$ cat config.mk
export PLATFORM = sky130hd
export DESIGN_NAME = alu_mul_sequencer
export DESIGN_NICKNAME = d
export VERILOG_FILES = /design/src/rtl/alu_mul_sequencer.sv
export SDC_FILE = /design/constraint.sdc
export NUM_CORES = 1
export LEC_CHECK = 0
export ABC_AREA = 1
export CAP_MARGIN = 10
export CORE_MARGIN = 2
export CORE_UTILIZATION = 35
export DETAILED_ROUTE_END_ITERATION = 7
export GPL_TIMING_DRIVEN = 0
export PLACE_DENSITY = 0.68
export SLEW_MARGIN = 0
export SYNTH_ARGS = -nofsm -noshare
export SYNTH_HDL_FRONTEND = slang
export SYNTH_SLANG_ARGS = --single-unit
$ cat constraint.sdc
create_clock -name clk_i -period 1.21 [get_ports clk_i]
set_clock_uncertainty 0.05 [all_clocks]
set_input_delay 0.121 -clock clk_i [delete_from_list [all_inputs] [get_ports clk_i]]
set_output_delay 0.121 -clock clk_i [all_outputs]
set_load 0.05 [all_outputs]
$ cat src/rtl/alu_mul_sequencer.sv
// alu_mul_sequencer: iterative shift-add unsigned multiplier (N x N -> 2N) driving an external 16-bit adder
// Ports: clk_i/rst_i (sync active-high); start_i, a_i, b_i request; busy_o, done_o, result_o, ovf_o status;
// add_high_o/add_not_high_o/add_low_o/add_not_low_o/add_c_o/add_not_c_o adder operands; add_sum_i, add_cy16_i adder results.
// Optional ALU_MUL_EARLY_EXIT_EN: finish as soon as no multiplier bits remain (B==0 skips RUN entirely).
module alu_mul_sequencer #(
  parameter int N = 8
) (
  input  logic         clk_i,
  input  logic         rst_i,
  input  logic         start_i,
  input  logic [N-1:0] a_i,
  input  logic [N-1:0] b_i,
  output logic         busy_o,
  output logic         done_o,
  output logic [15:0]  result_o,
  output logic         ovf_o,
  output logic [15:0]  add_high_o,
  output logic [7:0]   add_not_high_o,
  output logic [15:0]  add_low_o,
  output logic [7:0]   add_not_low_o,
  output logic         add_c_o,
  output logic         add_not_c_o,
  input  logic [15:0]  add_sum_i,
  input  logic         add_cy16_i
);
  typedef enum logic [1:0] {S_IDLE, S_RUN, S_DONE} state_t;
  localparam logic [3:0] LAST = 4'(N - 1);
  state_t        state_q;
  logic [15:0]   p_q, m_q, result_q;
  logic [N-1:0]  q_q;
  logic [3:0]    cnt_q;
  logic          busy_q, done_q, ovf_q, run, last, accept;
  assign run    = state_q == S_RUN;
  assign accept = start_i && !run;
`ifdef ALU_MUL_EARLY_EXIT_EN
  assign last = (cnt_q == LAST) || ((q_q >> 1) == '0);
`else
  assign last = cnt_q == LAST;
`endif
  always_comb begin
    add_high_o     = run ? p_q : '0;
    add_low_o      = (run && q_q[0]) ? m_q : '0;
    add_c_o        = 1'b0;
    add_not_high_o = ~add_high_o[7:0];
    add_not_low_o  = ~add_low_o[7:0];
    add_not_c_o    = ~add_c_o;
  end
  always_ff @(posedge clk_i) begin
    if (rst_i) begin
      state_q  <= S_IDLE;
      p_q      <= '0;
      m_q      <= '0;
      q_q      <= '0;
      cnt_q    <= '0;
      busy_q   <= 1'b0;
      done_q   <= 1'b0;
      ovf_q    <= 1'b0;
      result_q <= '0;
    end else if (accept) begin
      p_q   <= '0;
      m_q   <= 16'(a_i);
      q_q   <= b_i;
      cnt_q <= '0;
      ovf_q <= 1'b0;
`ifdef ALU_MUL_EARLY_EXIT_EN
      if (b_i == '0) begin
        state_q  <= S_DONE;
        busy_q   <= 1'b0;
        done_q   <= 1'b1;
        result_q <= '0;
      end else begin
        state_q <= S_RUN;
        busy_q  <= 1'b1;
        done_q  <= 1'b0;
      end
`else
      state_q <= S_RUN;
      busy_q  <= 1'b1;
      done_q  <= 1'b0;
`endif
    end else if (run) begin
      p_q   <= add_sum_i;
      m_q   <= m_q << 1;
      q_q   <= q_q >> 1;
      cnt_q <= cnt_q + 4'd1;
      ovf_q <= ovf_q | add_cy16_i;
      if (last) begin
        state_q  <= S_DONE;
        busy_q   <= 1'b0;
        done_q   <= 1'b1;
        result_q <= add_sum_i;
      end
    end else begin
      state_q <= S_IDLE;
      done_q  <= 1'b0;
    end
  end
  assign busy_o   = busy_q;
  assign done_o   = done_q;
  assign ovf_o    = ovf_q;
  assign result_o = result_q;
endmodule
==> key figures <==
Outcome
  – Status: finished, violations left
  – Failing checks: setup timing

Route
  – Number of remaining DRC errors: 0
  – Post-DR wirelength/cell: 15.7 µm
  – Top Layer Used: met4
  – Detailed-route via count: 3,228
  – Metal2 WL: 5670 µm
  – Pre-Repair DR Iteration Count: 4
  – Detail Route Antenna Nets: 0
  – Final wirelength: 10,600 µm
  – Number of DRC markers in iteration 0: 118
  – Met3 wire length: 633 µm
  – M1 WL: 4030 µm
  – Vias per cell: 4.79

Yosys
  – Area contributors post-synth: dfxtp_1 46%, nand2_1 19%, nand3_1 8.6%, inv_1 7.8%, a21oi_1 5.2%
  – Netlist cell types: 20
  – Commonest cells post-synth: 145 x nand2_1, 64 x dfxtp_1, 58 x inv_1, 48 x nand3_1
  – Number of synthesized register bits: 64
  – Ys flop type: dfxtp_1
  – Syn_nets: 449
  – Synth async-reset ratio: 0%
  – Post-Syn Area: 2800 µm²
  – Yosys top cell area share: 45.8%
  – Top cell type by total area after synthesis: dfxtp_1
  – Post-synth EDFFs: 0
  – Sequential area share after synthesis: 45.8%
  – Syn Area/Cell: 6.79 µm²
  – Yosys warning total: 0
  – Most frequent cell after synthesis: nand2_1
  – Post-Synthesis Cells: 412

Placement
  – I/O Buffers: 101
  – Setup WS pre-CTS: -0.969 ns
  – Detailed placement HPWL: 5660 µm
  – RePlAce Congestion: 0.860

Power and ir drop
  – Peak VDD IR: 0.550 mV
  – Pleak: 2.45 nW
  – Power per cell area: 924 nW/µm²

CTS
  – CTS Buffer Depth: 2
  – Root Buffer: clkbuf_8
  – Reg clk slew, reported paths: 0.07 ns
  – Clock Latency Late Sink: 0.35 ns
  – CTS tree: done
  – CTS buffer count: 9
  – H-tree lvl count: 3
  – CTS sink cnt: 64
  – Hold-fix buffers, CTS: 0

Timing
  – Final clock period utilization by the worst path: 145%
  – Least-Margin Pin Slew: 0.524 ns
  – WHS: 0.0612 ns
  – Final worst slack: -0.549 ns
  – Final min period: 1.76 ns
  – Max Clk Rate: 569 MHz
  – Final hold violation count: 0
  – Slew HR: 65.1%
  – RSZ-0062 raised after global routing: yes
  – Final-report setup violation count: 112
  – Slew Limit Fails: 0

Floorplanning
  – Die area: 8720 µm²
  – Die height: 93.4 µm
  – Starting density of the core: 36.2%
  – Die Wd: 93.4 µm
  – Core box area: 7730 µm²
  – I/O Pins: 105
  – FP Rows: 32

Worst setup path
  – Highest fanout seen on the critical path: 5
  – Worst path required time: 1.04 ns
  – Worst path top cell family by delay: buffers and inverters
  – Setup crit start: state_q[0]
  – Crit path kind: reg -> out
  – Reg2Reg Launch Point: done_o
  – CP Launch Type: flop
  – Critical Path, Cell by Cell: inv_2 -> nor2_4 -> nand2_4 -> buf_12 -> nor2_4 -> clkinvlp_4 -> buf_6
  – CP arrival: 1.59 ns
  – Slowest CP cell: dfxtp_4
  – Critical Path End Type: output pin
  – Buf/Inv on CP: 4
  – Crit path top cell by count: nor2_4
  – Critical Path Max Stage Delay: 0.37 ns

Run
  – # Max-Cap Violations: 0

Layout
  – Final nets: 604
  – Antenna cells: 0
  – Share of cells above drive strength 1: 54.9%
  – Synthesis-to-layout area growth: 105%

Worst hold path
  – Hold Path Origin: rst_i
  – Worst hold path class: in -> reg

Global routing
  – First-pass GRT wire length: 15,700 µm
  – Largest net degree at the start of global routing: 12
  – Grt ovf: 0
  – Total track usage: 23.1%
  – Vias in the first global route: 3,274
  – Initial antenna violation count: 0
[layout make-up]
type	count	area, µm²
timing repair buffer	144	1670
fill	512	1990
clock inverter	5	53.8
multi-input combinational	263	1900
buffer	24	272
clock buffer	11	151
tap	102	128
sequential	64	1290
inverter	61	277
[flip-flops by register name, indices dropped and copies added (netlist names)]
signal,flops
done_o,1
result_o,16
busy_o,1
state_q,1
m_q,16
cnt_q,4
q_q,8
ovf_o,1
p_q,16
[cell usage in the layout, fill, tap and decap left out, drive strengths merged]
cell,Yosys,final
nand2,146,146
nor3,1,1
clkdlybuf4s50,0,34
inv,61,51
nand3,48,48
bufinv,0,1
buf,21,129
a21oi,30,30
ha,1,1
dfxtp,64,64
clkinv,0,3
conb,2,2
xor2,1,1
nor2,34,34
clkbuf,3,16
clkinvlp,0,11
[logic make-up after synthesis]
logic type      share of synthesized area (%)
flops                                    45.8
simple gates                             34.4
compound gates                           5.50
buf+inv                                  13.3
other cells                             0.268
xor+xnor                                0.313
fa+ha+maj                               0.447
[per-layer routing]
layer	track usage, %	up-vias
li1	-	1558
met1	26.6	1520
met2	41.7	127
met3	4.35	23
met4	9.44	0
met5	0	-
[path summary, 6_finish.rpt]
check / end / slack (ns) / depth (start not counted)
worst max-delay path: add_not_low_o[4] / -0.55 / 7
worst min register to register: result_o[9] / 0.40 / 2
worst min-delay path: m_q[0] / 0.06 / 2
worst max register to register: cnt_q[1] / -0.44 / 10
[per-stage QoR]
step	power, mW	std cells	util [%]	TNS [ns]	area, µm²
final	5.31	674	74.3	-41.97	5740
after floorplan	2.68	412	-	-9.19	3060
after global routing	5.52	674	74.3	-46.15	5740
after CTS	5.12	667	69.4	-36.81	5370
after detailed placement	2.93	615	54.3	-51.07	4200
after global placement	2.92	615	54.3	-50.03	4200
[worst reg2reg max path, delay by kind of cell, from the launching register on]
family,cells,cell delay (ns)
compound gates,2,0.29
simple gates,1,0.06
flops,1,0.36
buf+inv,7,0.83
[report_power, final]
| group | internal (mW) | leakage (nW) | switching, mW |
|---|---|---|---|
| Clock | 1.06 | 0.106 | 0.863 |
| Combinational | 0.556 | 1.82 | 0.600 |
| Sequential | 2.17 | 0.522 | 0.0622 |
[what timing repair did]
item,4_1_cts,5_1_grt
gates cloned,7,2
setup endpoints to repair,128,114
setup buffers,29,13
resized for setup,586,93
pin swaps,34,30
(Power assumes the default switching activity.)
